==> config.mk <==
export PLATFORM = sky130hd
export DESIGN_NAME = filter_chunk_loader
export DESIGN_NICKNAME = d
export VERILOG_FILES = /design/src/rtl/filter_chunk_loader.sv
export SDC_FILE = /design/constraint.sdc
export NUM_CORES = 1
export LEC_CHECK = 0
export CAP_MARGIN = 20
export CELL_PAD_IN_SITES_DETAIL_PLACEMENT = 0
export CELL_PAD_IN_SITES_GLOBAL_PLACEMENT = 1
export CORE_ASPECT_RATIO = 1.4
export CORE_MARGIN = 1
export CORE_UTILIZATION = 34
export CTS_CLUSTER_DIAMETER = 30
export DETAILED_ROUTE_END_ITERATION = 12
export GPL_TIMING_DRIVEN = 1
export PLACE_DENSITY = 0.76
export REMOVE_ABC_BUFFERS = 1
export SLEW_MARGIN = 20
export SYNTH_ARGS = -nofsm -noshare
export SYNTH_HDL_FRONTEND = slang
export SYNTH_SLANG_ARGS = --single-unit
==> constraint.sdc <==
create_clock -name clk_i -period 4.83 [get_ports clk_i]
set_clock_uncertainty 0.05 [all_clocks]
set_input_delay 0.966 -clock clk_i [delete_from_list [all_inputs] [get_ports clk_i]]
set_output_delay 0.966 -clock clk_i [all_outputs]
set_load 0.005 [all_outputs]
==> src/rtl/filter_chunk_loader.sv <==
// Reads one chunk at a time from the filter SRAM, one BUS_SIZE slice per cycle, and holds the
// assembled chunk (with its nonzero count) for the PE array behind a valid/ready handshake.
module filter_chunk_loader #(
  parameter int unsigned BUS_SIZE        = 8,
  parameter int unsigned CHUNK_SIZE      = 32,
  parameter int unsigned WR_DAT_CYC_NUM  = CHUNK_SIZE / BUS_SIZE,
  parameter int unsigned SRAM_FILTER_NUM = 16,
  localparam int unsigned DW = $clog2(WR_DAT_CYC_NUM),
  localparam int unsigned CW = $clog2(SRAM_FILTER_NUM),
  localparam int unsigned NW = $clog2(CHUNK_SIZE) + 1,
  localparam int unsigned BW = $clog2(BUS_SIZE) + 1
) (
  input  logic                    clk_i,
  input  logic                    rst_i,
  input  logic                    start_i,
  input  logic [CW-1:0]           chunk_base_i,
  input  logic [CW:0]             chunk_num_i,
  output logic [DW-1:0]           rd_dat_count_o,
  output logic [CW-1:0]           rd_chunk_count_o,
  input  logic [BUS_SIZE-1:0]     rd_sparsemap_i,
  input  logic [BUS_SIZE*8-1:0]   rd_nonzero_data_i,
  output logic [CHUNK_SIZE-1:0]   chunk_sparsemap_o,
  output logic [CHUNK_SIZE*8-1:0] chunk_data_o,
  output logic [NW-1:0]           chunk_nz_cnt_o,
  output logic [CW-1:0]           chunk_idx_o,
  output logic                    chunk_valid_o,
  input  logic                    chunk_ready_i,
  output logic                    busy_o,
  output logic                    done_o
);

  typedef enum logic [1:0] {StIdle, StLoad, StHold, StFin} state_e;

  state_e        state_q;
  logic [CW:0]   remain_q;
  logic [BW-1:0] slice_pop;
  logic          last_slice;
  logic [CW-1:0] next_chunk;

  always_comb begin
    slice_pop = '0;
    for (int i = 0; i < BUS_SIZE; i++) begin
      slice_pop = slice_pop + BW'(rd_sparsemap_i[i]);
    end
  end

  assign last_slice = (rd_dat_count_o == DW'(WR_DAT_CYC_NUM - 1));
  // Explicit wrap keeps the index legal when SRAM_FILTER_NUM is not a power of two.
  assign next_chunk = (rd_chunk_count_o == CW'(SRAM_FILTER_NUM - 1)) ? '0
                                                                     : rd_chunk_count_o + CW'(1);

  always_ff @(posedge clk_i) begin
    if (rst_i) begin
      state_q           <= StIdle;
      remain_q          <= '0;
      rd_dat_count_o    <= '0;
      rd_chunk_count_o  <= '0;
      chunk_sparsemap_o <= '0;
      chunk_data_o      <= '0;
      chunk_nz_cnt_o    <= '0;
      chunk_idx_o       <= '0;
      chunk_valid_o     <= 1'b0;
      busy_o            <= 1'b0;
      done_o            <= 1'b0;
    end else begin
      done_o <= 1'b0;
      unique case (state_q)
        StIdle: begin
          if (start_i) begin
            busy_o <= 1'b1;
            if (chunk_num_i != '0) begin
              remain_q         <= chunk_num_i;
              rd_chunk_count_o <= chunk_base_i;
              rd_dat_count_o   <= '0;
              chunk_nz_cnt_o   <= '0;
              state_q          <= StLoad;
            end else begin
              done_o  <= 1'b1;
              state_q <= StFin;
            end
          end
        end
        StLoad: begin
          chunk_sparsemap_o[rd_dat_count_o*BUS_SIZE +: BUS_SIZE] <= rd_sparsemap_i;
          chunk_data_o[rd_dat_count_o*BUS_SIZE*8 +: BUS_SIZE*8]  <= rd_nonzero_data_i;
          chunk_nz_cnt_o <= chunk_nz_cnt_o + NW'(slice_pop);
          if (last_slice) begin
            rd_dat_count_o <= '0;
            chunk_idx_o    <= rd_chunk_count_o;
            chunk_valid_o  <= 1'b1;
            state_q        <= StHold;
          end else begin
            rd_dat_count_o <= rd_dat_count_o + DW'(1);
          end
        end
        StHold: begin
          if (chunk_ready_i) begin
            chunk_valid_o <= 1'b0;
            remain_q      <= remain_q - (CW+1)'(1);
            if (remain_q > (CW+1)'(1)) begin
              rd_chunk_count_o <= next_chunk;
              chunk_nz_cnt_o   <= '0;
              state_q          <= StLoad;
            end else begin
              done_o  <= 1'b1;
              state_q <= StFin;
            end
          end
        end
        StFin: begin
          busy_o  <= 1'b0;
          state_q <= StIdle;
        end
        default: state_q <= StIdle;
      endcase
    end
  end

endmodule
### Word level (Yosys, flattened, before mapping)

Cells that the tools add are included.

| word-level totals | value |
|---|---|
| logic and storage cells | 91 |
| register bits | 314 |
| input port bits | 85 |

| operators by class | value |
|---|---|
| mux-type cells | 37 |
| add/subtract/negate cells | 13 |
| reductions and logical operators | 15 |
| order comparisons | 1 |
| shift-type cells | 4 |
| eq/ne operators | 10 |

Operator list:

| cell | count |
|---|---|
| $bwmux 256 | 1 |
| $shift 64x34->256 const A | 1 |
| $shiftx 64x34->256 | 1 |
| $neg 5->34 | 1 |
| $neg 8->34 | 1 |
| $shift 8x34->32 const A | 1 |
| $shiftx 8x34->32 | 1 |
| $bwmux 32 | 1 |
| $mux 6 | 4 |
| $mux 4 | 5 |
| $pmux 6 s3 | 1 |
| $add 4x1->4 | 4 |
| $mux 2 | 8 |
| $mux 5 | 3 |
| $ne 2x2->1 const B | 5 |
| $pmux 5 s2 | 1 |
| $reduce_and 5->1 | 2 |
| $reduce_and 3->1 | 3 |
| $pmux 2 s4 | 1 |
| $pmux 4 s2 | 1 |
| $reduce_bool 2->1 | 4 |
| $mux 1 | 7 |
| $add 6x4->6 | 1 |
| $eq 2x2->1 const B | 3 |
| other kinds (16) | 19 |

### Longest topological paths before layout

| logic depth | value |
|---|---|
| word-level depth | 9 |
| depth in mapped cells | 11 |

### Worst setup path before layout

OpenSTA, ideal clock, no wires.

| path | value |
|---|---|
| path kind | in2reg |
| start | in rd_sparsemap_i[0] |
| end | reg chunk_nz_cnt_o[4] |
| stages on the path | 10 |
| required time | 4,688 ps |
| library setup time | 92 ps |
| arrival | 3,874 ps |
| slack | 814 ps |
| path through | fa_1 -> inv_1 -> fa_1 -> fa_1 -> fa_1 -> fa_1 -> nand2b_1 -> a211oi_1 -> xnor2_1 -> o32ai_1 |

| on the way | value |
|---|---|
| word-level cells in the longest chain between the ends | 9 |

Ends and longest elaborated chain:

| element | line | RTL |
|---|---|---|
| from (decl) | 20 | `input logic [BUS_SIZE-1:0] rd_sparsemap_i,` |
| $add 1x1->2 | 43 | `slice_pop = slice_pop + BW'(rd_sparsemap_i[i]);` |
| $add 2x1->3 | 43 |  |
| $add 3x1->4 | 43 |  |
| $add 4x1->4 (4 in a row) | 43 |  |
| $add 6x4->6 | 86 | `chunk_nz_cnt_o <= chunk_nz_cnt_o + NW'(slice_pop);` |
| $pmux 6 s3 | 67 | `unique case (state_q)` |
| to (signal assigned) | 86 |  |
| to (decl) | 24 | `output logic [NW-1:0] chunk_nz_cnt_o,` |

Every way passes these cells.
A chain may end at the register's enable or synchronous reset.

### Final worst setup path

Ends and elaborated chain as after synthesis.

==> metrics.yaml <==
vdd_ir_drop_max_v: 0.000290
synth_seq_area_share_pct: 53.3
drc_errors: 0
timing.fmax_mhz: 240
pwr-share-clk_pct: 55.9
timing.slew.headroom_pct: 26.6
layout_common_cells: "clkdlybuf4s50_1 (390), dfxtp_1 (314), nor2_1 (233), a22oi_1 (219)"
gp_congestion: 0.783
rr_worst_depth: 9
grt_pass1_wl_microns: 61600
power.net_switching_w: 0.00170
use_met3_pct: 4.69
status: "finished, final reports clean"
slew_violations: 0
areaGrowthSynthToFinish_pct: 52.9
grt_pass1_vias: 10200
antenna_found_initial: 1
clk_latency_ns: 0.57
start_util_pct: 34.6
synthFlopType: "dfxtp_1"
cts_setup_buffers: 0
hold_viol_final: 0
final_cell_area_sq_um: 18000
synth_top_family_by_area: "compound AO/OA/AOI/OAI gates"
hpwl_microns: 25900
min_path_cells: 2
cp-end-kind: "flip-flop"
worstSetupPathType: "in -> reg"
reg2reg_to: "chunk_nz_cnt_o[4]"
fin_crit_ns: 4.16
synth_compound_area_share_pct: 24.9
clkTransAtPathRegs_ns: 0.05
maxCapViolCount: 0
rows: 80
cts_resized: 0
vias: 10400
cts_tree: "yes"
p_per_area_nw_per_um2: 419
wl_microns: 40700
muxShareOfSynthArea_pct: 0.615
first_pass_iters: 5
max_slew.worst_pin.slew_ns: 1.10
syn_area_sq_um: 11800
power_w: 0.00757
layout_commonest_cell: "clkdlybuf4s50_1"
cell_internal_pwr_w: 0.00587
yosys_warnings: 0
ctsRootBufferMaster: "clkbuf_16"
grt_usage_pct: 22.3
syn_inst: 1166
r2r-start: "chunk_nz_cnt_o[0]"
synth_cell_type_count: 50
synthAdderAreaFrac_pct: 2.44
numCtsBuffers: 58
placed_area_sq_um: 16000
switching_share_pct: 22.5
crit_arrival_ns: 4.58
hold_end: "chunk_nz_cnt_o[3]"
layout.nets: 1637
seq_power_share_pct: 35.8
drive_above_1_share_pct: 16.7
synth-simple-area-share_pct: 13.5
core_area_sq_um: 34100
die_x_microns: 159
crit_fanout: 2
grt-busiest-layer: "met2"
clock_sinks: 314
clk_path_buf_depth: 3
drtIter0Drc: 684
overflow: 0
avgViaCountPerCell: 5.14
use_met1_pct: 24.8
synth-async-reset-ratio_pct: 0
hold_start: "chunk_nz_cnt_o[3]"
power.leakage_nw: 6.38
crit_path_start_kind: "primary input"
portBuffers: 391
cts_hold_buf: 0
gr-usage-met2_pct: 40.4
crit_required_ns: 5.25
period_share_pct: 86.2
avgRoutedWirePerCell_microns: 20.1
grt_max_degree: 182
ios: 392
finalSetupViolations: 0
final_util_pct: 52.9
rsz0062_at_grt: "no"
synth-seq-cells: 314
die_area_sq_um: 35500
synth_xor_area_share_pct: 0.148
synth-edff-count: 0
rrSetupSlack_ns: 1.75
hold_class: "reg -> reg"
die-height_microns: 222
drtAntennaViolNets: 0
syn_avg_cell_area_sq_um: 10.1
pwr-share-comb_pct: 8.3
htreeDepth: 2
## cell usage after synthesis (5+ instances only)
master	n	share of area [%]
nand2_1	10	0.32
fa_1	5	0.85
dfxtp_1	314	53
a22oi_2	70	7.4
inv_1	22	0.70
ha_1	15	1.6
a22oi_1	219	14
buf_4	15	0.95
nor2_1	233	7.4
nor3_1	9	0.38
nor2_2	70	3.7
a21oi_1	13	0.55
buf_2	22	0.93
buf_6	7	0.67
nor2b_1	6	0.32
mux2i_1	5	0.42
clkbuf_1	55	1.7
a211oi_1	9	0.57
nand3_1	5	0.21
## stage by stage
step | std cells | hold slack [ns] | TNS (ns) | setup WS (ns)
6_report | 2028 | 0.434 | 0 | 0.667
5_1_grt | 2028 | 0.447 | 0 | 0.486
4_1_cts | 2027 | 0.436 | 0 | 0.669
3_5_place_dp | 1923 | 0.424 | 0 | 0.0856
3_3_place_gp | 1922 | 0.409 | 0 | 0.118
2_1_floorplan | 1063 | 0.406 | -926.92 | -3.58
## power by group through the flow
stage / logic (W) / registers (W) / clock network, W
6_report: 0.000626 / 0.00271 / 0.00423
5_1_grt: 0.000679 / 0.00272 / 0.00443
4_1_cts: 0.000634 / 0.00271 / 0.00430
3_5_place_dp: 0.000629 / 0.00276 / 0
3_3_place_gp: 0.000620 / 0.00276 / 0
2_1_floorplan: 0.000251 / 0.00276 / 0
## logic make-up after synthesis
logic type	Yosys count
flip-flops	314
adder cells (fa/ha/maj)	20
AND/OR/NAND/NOR	350
multiplexers	7
buffers and inverters	126
AO/OA/AOI/OAI	347
XOR/XNOR	2
## registers in the layout (all words and copies together) (netlist names)
register	count
chunk_data_o	256
busy_o	1
rd_chunk_count_o	4
remain_q	5
chunk_nz_cnt_o	6
state_q	2
done_o	1
chunk_idx_o	4
rd_dat_count_o	2
chunk_valid_o	1
chunk_sparsemap_o	32
## worst max-delay path: stages
cell             delay [ns]
clkdlybuf4s50_1        0.45
fa_1                   0.60
inv_1                  0.06
fa_1                   0.50
fa_1                   0.43
fa_1                   0.42
fa_1                   0.41
nand2b_1               0.17
a211oi_1               0.27
xnor2_1                0.10
o32ai_1                0.21
## metal layers
| layer | wire length (microns) | vias to the layer above |
|---|---|---|
| met2 | 21300 | 366 |
| li1 | - | 4920 |
| met1 | 15800 | 5052 |
| met3 | 2300 | 80 |
| met5 | 0 | - |
| met4 | 1370 | 0 |
## worst max path at each step
stage	startpoint	slack, ns	depth (start not counted)	endpoint
after floorplan	rd_dat_count_o[0]	-3.58	6	chunk_data_o[0]
final	rd_sparsemap_i[0]	0.67	11	chunk_nz_cnt_o[4]
after global placement	rd_sparsemap_i[0]	0.12	11	chunk_nz_cnt_o[4]
after detailed placement	rd_sparsemap_i[0]	0.09	11	chunk_nz_cnt_o[4]
after CTS	rd_sparsemap_i[0]	0.67	11	chunk_nz_cnt_o[4]
after global routing	rd_sparsemap_i[0]	0.49	11	chunk_nz_cnt_o[4]
## layout make-up
class	instances	area (sq um)
fillers	3075	16100
inverters	23	86.3
clock inverters	17	309
multi-input cells	726	4930
well taps	451	564
diodes	1	2.50
repair buffers	409	4100
clock buffers	87	1770
flip-flops and latches	314	6290
Note: power is estimated with default switching activity, not from simulation.
